--- src/rtl/bkram_sector_ctrl.sv ---
// Backup-RAM sector sequencer between the nvram dpram and the HPS SD sector interface.
// Optional OSD-close autosave of dirty sectors is built when BKRAM_AUTOSAVE_EN is defined.
module bkram_sector_ctrl #(
    parameter int unsigned SECT_W = 6,
    parameter int unsigned LBA_W  = 32
) (
    input  logic                clk_sys,
    input  logic                reset,
    input  logic                bk_ena,
    input  logic                load_req,
    input  logic                save_req,
    input  logic                mount_done,
    input  logic                osd_status,
    input  logic                nvram_we,
    input  logic [SECT_W+8:0]   nvram_a,
    input  logic                sd_ack,
    output logic [LBA_W-1:0]    sd_lba,
    output logic                sd_rd,
    output logic                sd_wr,
    output logic                busy,
    output logic                loading,
    output logic                dirty
);

    localparam int unsigned NSECT = 1 << SECT_W;

    typedef enum logic [2:0] {IDLE, SEEK, REQ, WAIT, DONE} state_t;

    state_t              state, state_nxt;
    logic                mode_wr, mode_wr_nxt;
    logic                all_sect, all_sect_nxt;
    logic                acked, acked_nxt;
    logic [SECT_W-1:0]   cursor, cursor_nxt;
    logic [NSECT-1:0]    dirty_map, dirty_map_nxt;
    logic [LBA_W-1:0]    sd_lba_nxt;
    logic                sd_rd_nxt, sd_wr_nxt, busy_nxt, loading_nxt;
    logic                load_q, save_q, ack_q;
    logic                load_lvl, save_lvl, load_rise, save_rise, mount_start, auto_start;
    logic                ack_rise, ack_fall;
    logic                dirty_clr, dirty_wipe;
    logic [SECT_W-1:0]   we_sect;
    logic [8:0]          unused_offs;

    assign load_lvl    = load_req & bk_ena;
    assign save_lvl    = save_req & bk_ena;
    assign load_rise   = load_lvl & ~load_q;
    assign save_rise   = save_lvl & ~save_q;
    assign mount_start = mount_done & bk_ena;
    assign ack_rise    = sd_ack & ~ack_q;
    assign ack_fall    = ~sd_ack & ack_q;
    assign we_sect     = nvram_a[SECT_W+8:9];
    assign unused_offs = nvram_a[8:0];

`ifdef BKRAM_AUTOSAVE_EN
    logic osd_q;

    always_ff @(posedge clk_sys or posedge reset) begin
        if (reset) osd_q <= 1'b0;
        else       osd_q <= osd_status;
    end

    assign auto_start = osd_status & ~osd_q & bk_ena & (|dirty_map);
`else
    logic unused_osd;

    assign unused_osd = osd_status;
    assign auto_start = 1'b0;
`endif

    // State and output registers
    always_ff @(posedge clk_sys or posedge reset) begin
        if (reset) begin
            state     <= IDLE;
            mode_wr   <= 1'b0;
            all_sect  <= 1'b0;
            acked     <= 1'b0;
            cursor    <= '0;
            dirty_map <= '0;
            sd_lba    <= '0;
            sd_rd     <= 1'b0;
            sd_wr     <= 1'b0;
            busy      <= 1'b0;
            loading   <= 1'b0;
            dirty     <= 1'b0;
            load_q    <= 1'b0;
            save_q    <= 1'b0;
            ack_q     <= 1'b0;
        end else begin
            state     <= state_nxt;
            mode_wr   <= mode_wr_nxt;
            all_sect  <= all_sect_nxt;
            acked     <= acked_nxt;
            cursor    <= cursor_nxt;
            dirty_map <= dirty_map_nxt;
            sd_lba    <= sd_lba_nxt;
            sd_rd     <= sd_rd_nxt;
            sd_wr     <= sd_wr_nxt;
            busy      <= busy_nxt;
            loading   <= loading_nxt;
            dirty     <= |dirty_map_nxt;
            load_q    <= load_lvl;
            save_q    <= save_lvl;
            ack_q     <= sd_ack;
        end
    end

    // Next-state and registered-output logic
    always_comb begin
        state_nxt    = state;
        mode_wr_nxt  = mode_wr;
        all_sect_nxt = all_sect;
        acked_nxt    = acked;
        cursor_nxt   = cursor;
        sd_lba_nxt   = sd_lba;
        sd_rd_nxt    = sd_rd;
        sd_wr_nxt    = sd_wr;
        busy_nxt     = busy;
        loading_nxt  = loading;
        dirty_clr    = 1'b0;
        dirty_wipe   = 1'b0;

        case (state)
            IDLE: begin
                if (mount_start || load_rise || save_rise || auto_start) begin
                    cursor_nxt = '0;
                    busy_nxt   = 1'b1;
                    state_nxt  = SEEK;
                    if (mount_start || load_rise) begin
                        mode_wr_nxt  = 1'b0;
                        all_sect_nxt = 1'b1;
                        loading_nxt  = 1'b1;
                    end else if (save_rise) begin
                        mode_wr_nxt  = 1'b1;
                        all_sect_nxt = 1'b1;
                    end else begin
                        mode_wr_nxt  = 1'b1;
                        all_sect_nxt = 1'b0;
                    end
                end
            end
            SEEK: begin
                if (all_sect || dirty_map[cursor]) begin
                    state_nxt = REQ;
                end else if (&cursor) begin
                    state_nxt = DONE;
                end else begin
                    cursor_nxt = cursor + SECT_W'(1);
                end
            end
            REQ: begin
                sd_lba_nxt = LBA_W'(cursor);
                sd_rd_nxt  = ~mode_wr;
                sd_wr_nxt  = mode_wr;
                dirty_clr  = mode_wr;
                acked_nxt  = 1'b0;
                state_nxt  = WAIT;
            end
            WAIT: begin
                // Only a fall that follows a rise seen in this WAIT completes the sector
                if (ack_rise) begin
                    sd_rd_nxt = 1'b0;
                    sd_wr_nxt = 1'b0;
                    acked_nxt = 1'b1;
                end else if (acked && ack_fall) begin
                    if (&cursor) begin
                        state_nxt = DONE;
                    end else begin
                        cursor_nxt = cursor + SECT_W'(1);
                        state_nxt  = SEEK;
                    end
                end
            end
            DONE: begin
                busy_nxt    = 1'b0;
                loading_nxt = 1'b0;
                dirty_wipe  = ~mode_wr;
                state_nxt   = IDLE;
            end
            default: state_nxt = IDLE;
        endcase
    end

    // Dirty bitmap: CPU writes override a same-cycle clear; ignored during a load
    always_comb begin
        dirty_map_nxt = dirty_map;
        if (dirty_wipe) dirty_map_nxt = '0;
        if (dirty_clr) dirty_map_nxt[cursor] = 1'b0;
        if (nvram_we && !loading) dirty_map_nxt[we_sect] = 1'b1;
    end

endmodule

--- config.mk ---
export PLATFORM = sky130hd
export DESIGN_NAME = bkram_sector_ctrl
export DESIGN_NICKNAME = d
export VERILOG_FILES = /design/src/rtl/bkram_sector_ctrl.sv
export SDC_FILE = /design/constraint.sdc
export NUM_CORES = 1
export LEC_CHECK = 0
export ABC_CLOCK_PERIOD_IN_PS = 10130
export CORE_ASPECT_RATIO = 0.7
export CORE_MARGIN = 1
export CORE_UTILIZATION = 52
export DETAILED_ROUTE_END_ITERATION = 6
export PLACE_DENSITY_LB_ADDON = 0.15
export SETUP_SLACK_MARGIN = 0.02
export SLEW_MARGIN = 30
export SYNTH_ARGS = -nofsm -noshare
export SYNTH_HDL_FRONTEND = slang
export SYNTH_SLANG_ARGS = --single-unit
--- constraint.sdc ---
create_clock -name clk_sys -period 10.13 [get_ports clk_sys]
set_input_delay 3.039 -clock clk_sys [delete_from_list [all_inputs] [get_ports clk_sys]]
set_output_delay 3.039 -clock clk_sys [all_outputs]
set_load 0.02 [all_outputs]
==> metrics.txt <==
RD Place Congestion 0.931; peak fanout along the critical path 8; min Tclk post-route 5320 ps; Multi-input gate area 0.00253 sq mm; Max Cap Viol 0; Inserted Clock Buffers 9; synth unique cells 57; skew final 6.77 ps; post-synthesis average cell area 9.72 sq um; Clock Power Share 0.260; Skew-Pair Late Insertion Delay 350 ps; global route overflow 0; outcome finished clean; worst r2r dst dirty; layout cells sized above 1 0.0962; Critical Path Sink Type register; die height 84.5 microns; GRT Total Usage 0.310; Post-Synthesis Cells 520; reg-to-reg startpoint state[1]; startpoint types input pin; Post-synth top flop dfrtp_1; Clock H-tree levels 3; worst reg-to-reg path cell count 8; Hold Path Sink sd_rd; Sink Count 90; row count 29; Sequential Power Share 0.363; first-pass GRT wire length 23.5 mm; Via Count 4434; Clock Tree Root clkbuf_16; IO Pins 61; DRT iter0 DRCs 549; Post-synth EDFFs 0; antenna cells 0; worst path required time 10330 ps; Synth Cell Area 0.00506 sq mm; multiplexer share of the synthesized area 0.0683; post-synthesis sequential area ratio 0.445; core footprint 0.00925 sq mm; R2R setup slack 6170 ps; TNS Setup 0 ps; hold depth 2; Post-Synth XOR/XNOR Area 0; WS Path Type in2reg; port bufs 24; leakage power 2.05 nW; DR WL/cell 22.5 microns; ys async rst share 1.00; HP Class reg2reg; post-route ant nets 0; Final nets 550; Sw Ratio 0.383; die footprint 0.0101 sq mm; yosys warns 0; clock buffer depth 2; Starting Density 0.546; VDD IR max 0.100 mV; Crit path arrival time 5520 ps; Final Hold Fails 0; largest family of logic cells by synthesized area compound AO/OA/AOI/OAI gates; via/cell ratio 6.78; drt total wl 14.7 mm; final setup fails 0; Compound-Gate Fraction of Synth Area 0.214; initial antenna violation count 0; vias in the first global route 4110; flops & latches, synth 90; sw power 0.545 mW; TritonCTS clock tree yes; slew margin rel. 0.419; Gate power share 0.376; Initial DRT Pass Iterations 5; adder-cell area share of the yosys netlist 0.00247; Final Max Slew Viols 0; # DRC 0; fillers 786; # hold bufs at CTS 0; Register Area 0.00225 sq mm; final core utilization 0.603; RSZ-0062 raised after global routing no; PD cells 255 mW/mm^2; Worst-path clk slew 60 ps; Post-CTS Setup Bufs 0; Synth-to-Final Area Change 10.3%; Simple-Gate Fraction of Synth Area 0.194; Resize count post-CTS 0; largest net degree at the start of global routing 65; Int Pwr 0.877 mW; Die Width 120 microns; fmax 188 MHz; Least-Margin Pin Slew 865 ps; final worst path period share 0.525; detailed placement HPWL 10.1 mm; Hold Startpoint sd_rd
## worst max path at each step
stage | start | end | depth (start not counted)
6_report | nvram_a[13] | dirty | 6
5_1_grt | nvram_a[11] | dirty | 7
4_1_cts | nvram_a[11] | dirty | 7
3_5_place_dp | nvram_a[12] | dirty | 6
3_3_place_gp | nvram_a[11] | dirty | 7
2_1_floorplan | reset | ack_q | 1
## power by group through the flow
stage | Sequential (mW) | Combinational, mW | Clock, mW
final | 0.517 | 0.535 | 0.370
after global routing | 0.525 | 0.575 | 0.387
after CTS | 0.514 | 0.523 | 0.372
after detailed placement | 0.519 | 0.520 | 0
after global placement | 0.517 | 0.513 | 0
after floorplan | 0.512 | 0.372 | 0
## per-stage QoR
stage          setup WS [ps]  cell area, sq um  hold WS [ps]  cells  power, mW
6_report                4810              5580           481    654       1.42
2_1_floorplan           4760              5150           440    545      0.883
3_5_place_dp            4580              5240           463    638       1.04
3_3_place_gp            4550              5240           464    638       1.03
4_1_cts                 4910              5570           489    654       1.41
5_1_grt                 4760              5580           512    654       1.49
## logic make-up (layout without fill, tap and decap cells)
logic type                 Yosys count  after routing
other                                1             26
buffers and inverters               69             54
and+or+nand+nor                    184            184
AOI/OAI and AO/OA                  148            148
muxes                               27             27
DFF                                 90             90
adders and majority gates            1              1
## area by class of cell
class / count / share of cell area
inverter: 9 / 0.00628
clock inverter: 4 / 0.0132
timing repair buffer: 29 / 0.0498
clock buffer: 12 / 0.0460
sequential: 90 / 0.404
multi-input combinational: 386 / 0.453
tap: 124 / 0.0278
## flip-flops by register name, indices dropped and copies added (netlist names), 3 cells and up
signal     cells
dirty_map     64
cursor         6
sd_lba         6
state          3
## placed cells by master (no fill, tap or decap), drive strengths merged, types with 13 or more instances in the layout
cell / synthesis / routed
a21oi: 13 / 13
a32o: 32 / 32
clkdlybuf4s50: 0 / 24
conb: 1 / 26
dfrtp: 90 / 90
nand2: 61 / 61
nor2: 22 / 22
nor3: 13 / 13
nor4: 19 / 19
o211ai: 35 / 35
o21ai: 37 / 37
## worst max-delay path, stage by stage
cell and delay, ps:
clkdlybuf4s50_1 670, nor2_1 240, a32o_1 280, nor4_1 470
nand4_1 260, or4_1 560
## synthesized netlist by cell type, types with 6 or more instances
library cell	number	area share
a32o_1	32	0.063
nor3_1	10	0.0099
nor2_1	22	0.016
nand2_1	60	0.045
or3_1	6	0.0074
nor4_1	18	0.022
mux2i_1	12	0.024
buf_4	26	0.039
mux2_2	10	0.022
nand3b_1	6	0.0089
dfrtp_1	90	0.45
nand4_1	8	0.0099
a31oi_1	8	0.0099
buf_2	12	0.012
o21ai_0	36	0.036
nor2b_1	9	0.011
a21oi_1	13	0.013
buf_1	6	0.0045
clkbuf_1	15	0.011
nand3_1	12	0.012
inv_1	9	0.0067
o211ai_1	32	0.048
## per-layer routing
metal / GRT usage / share of wire
met5: 0 / 0
met4: 0.107 / 0.022
met3: 0.0883 / 0.12
met2: 0.417 / 0.42
met1: 0.473 / 0.44
Power figures use the tool's default switching activity.
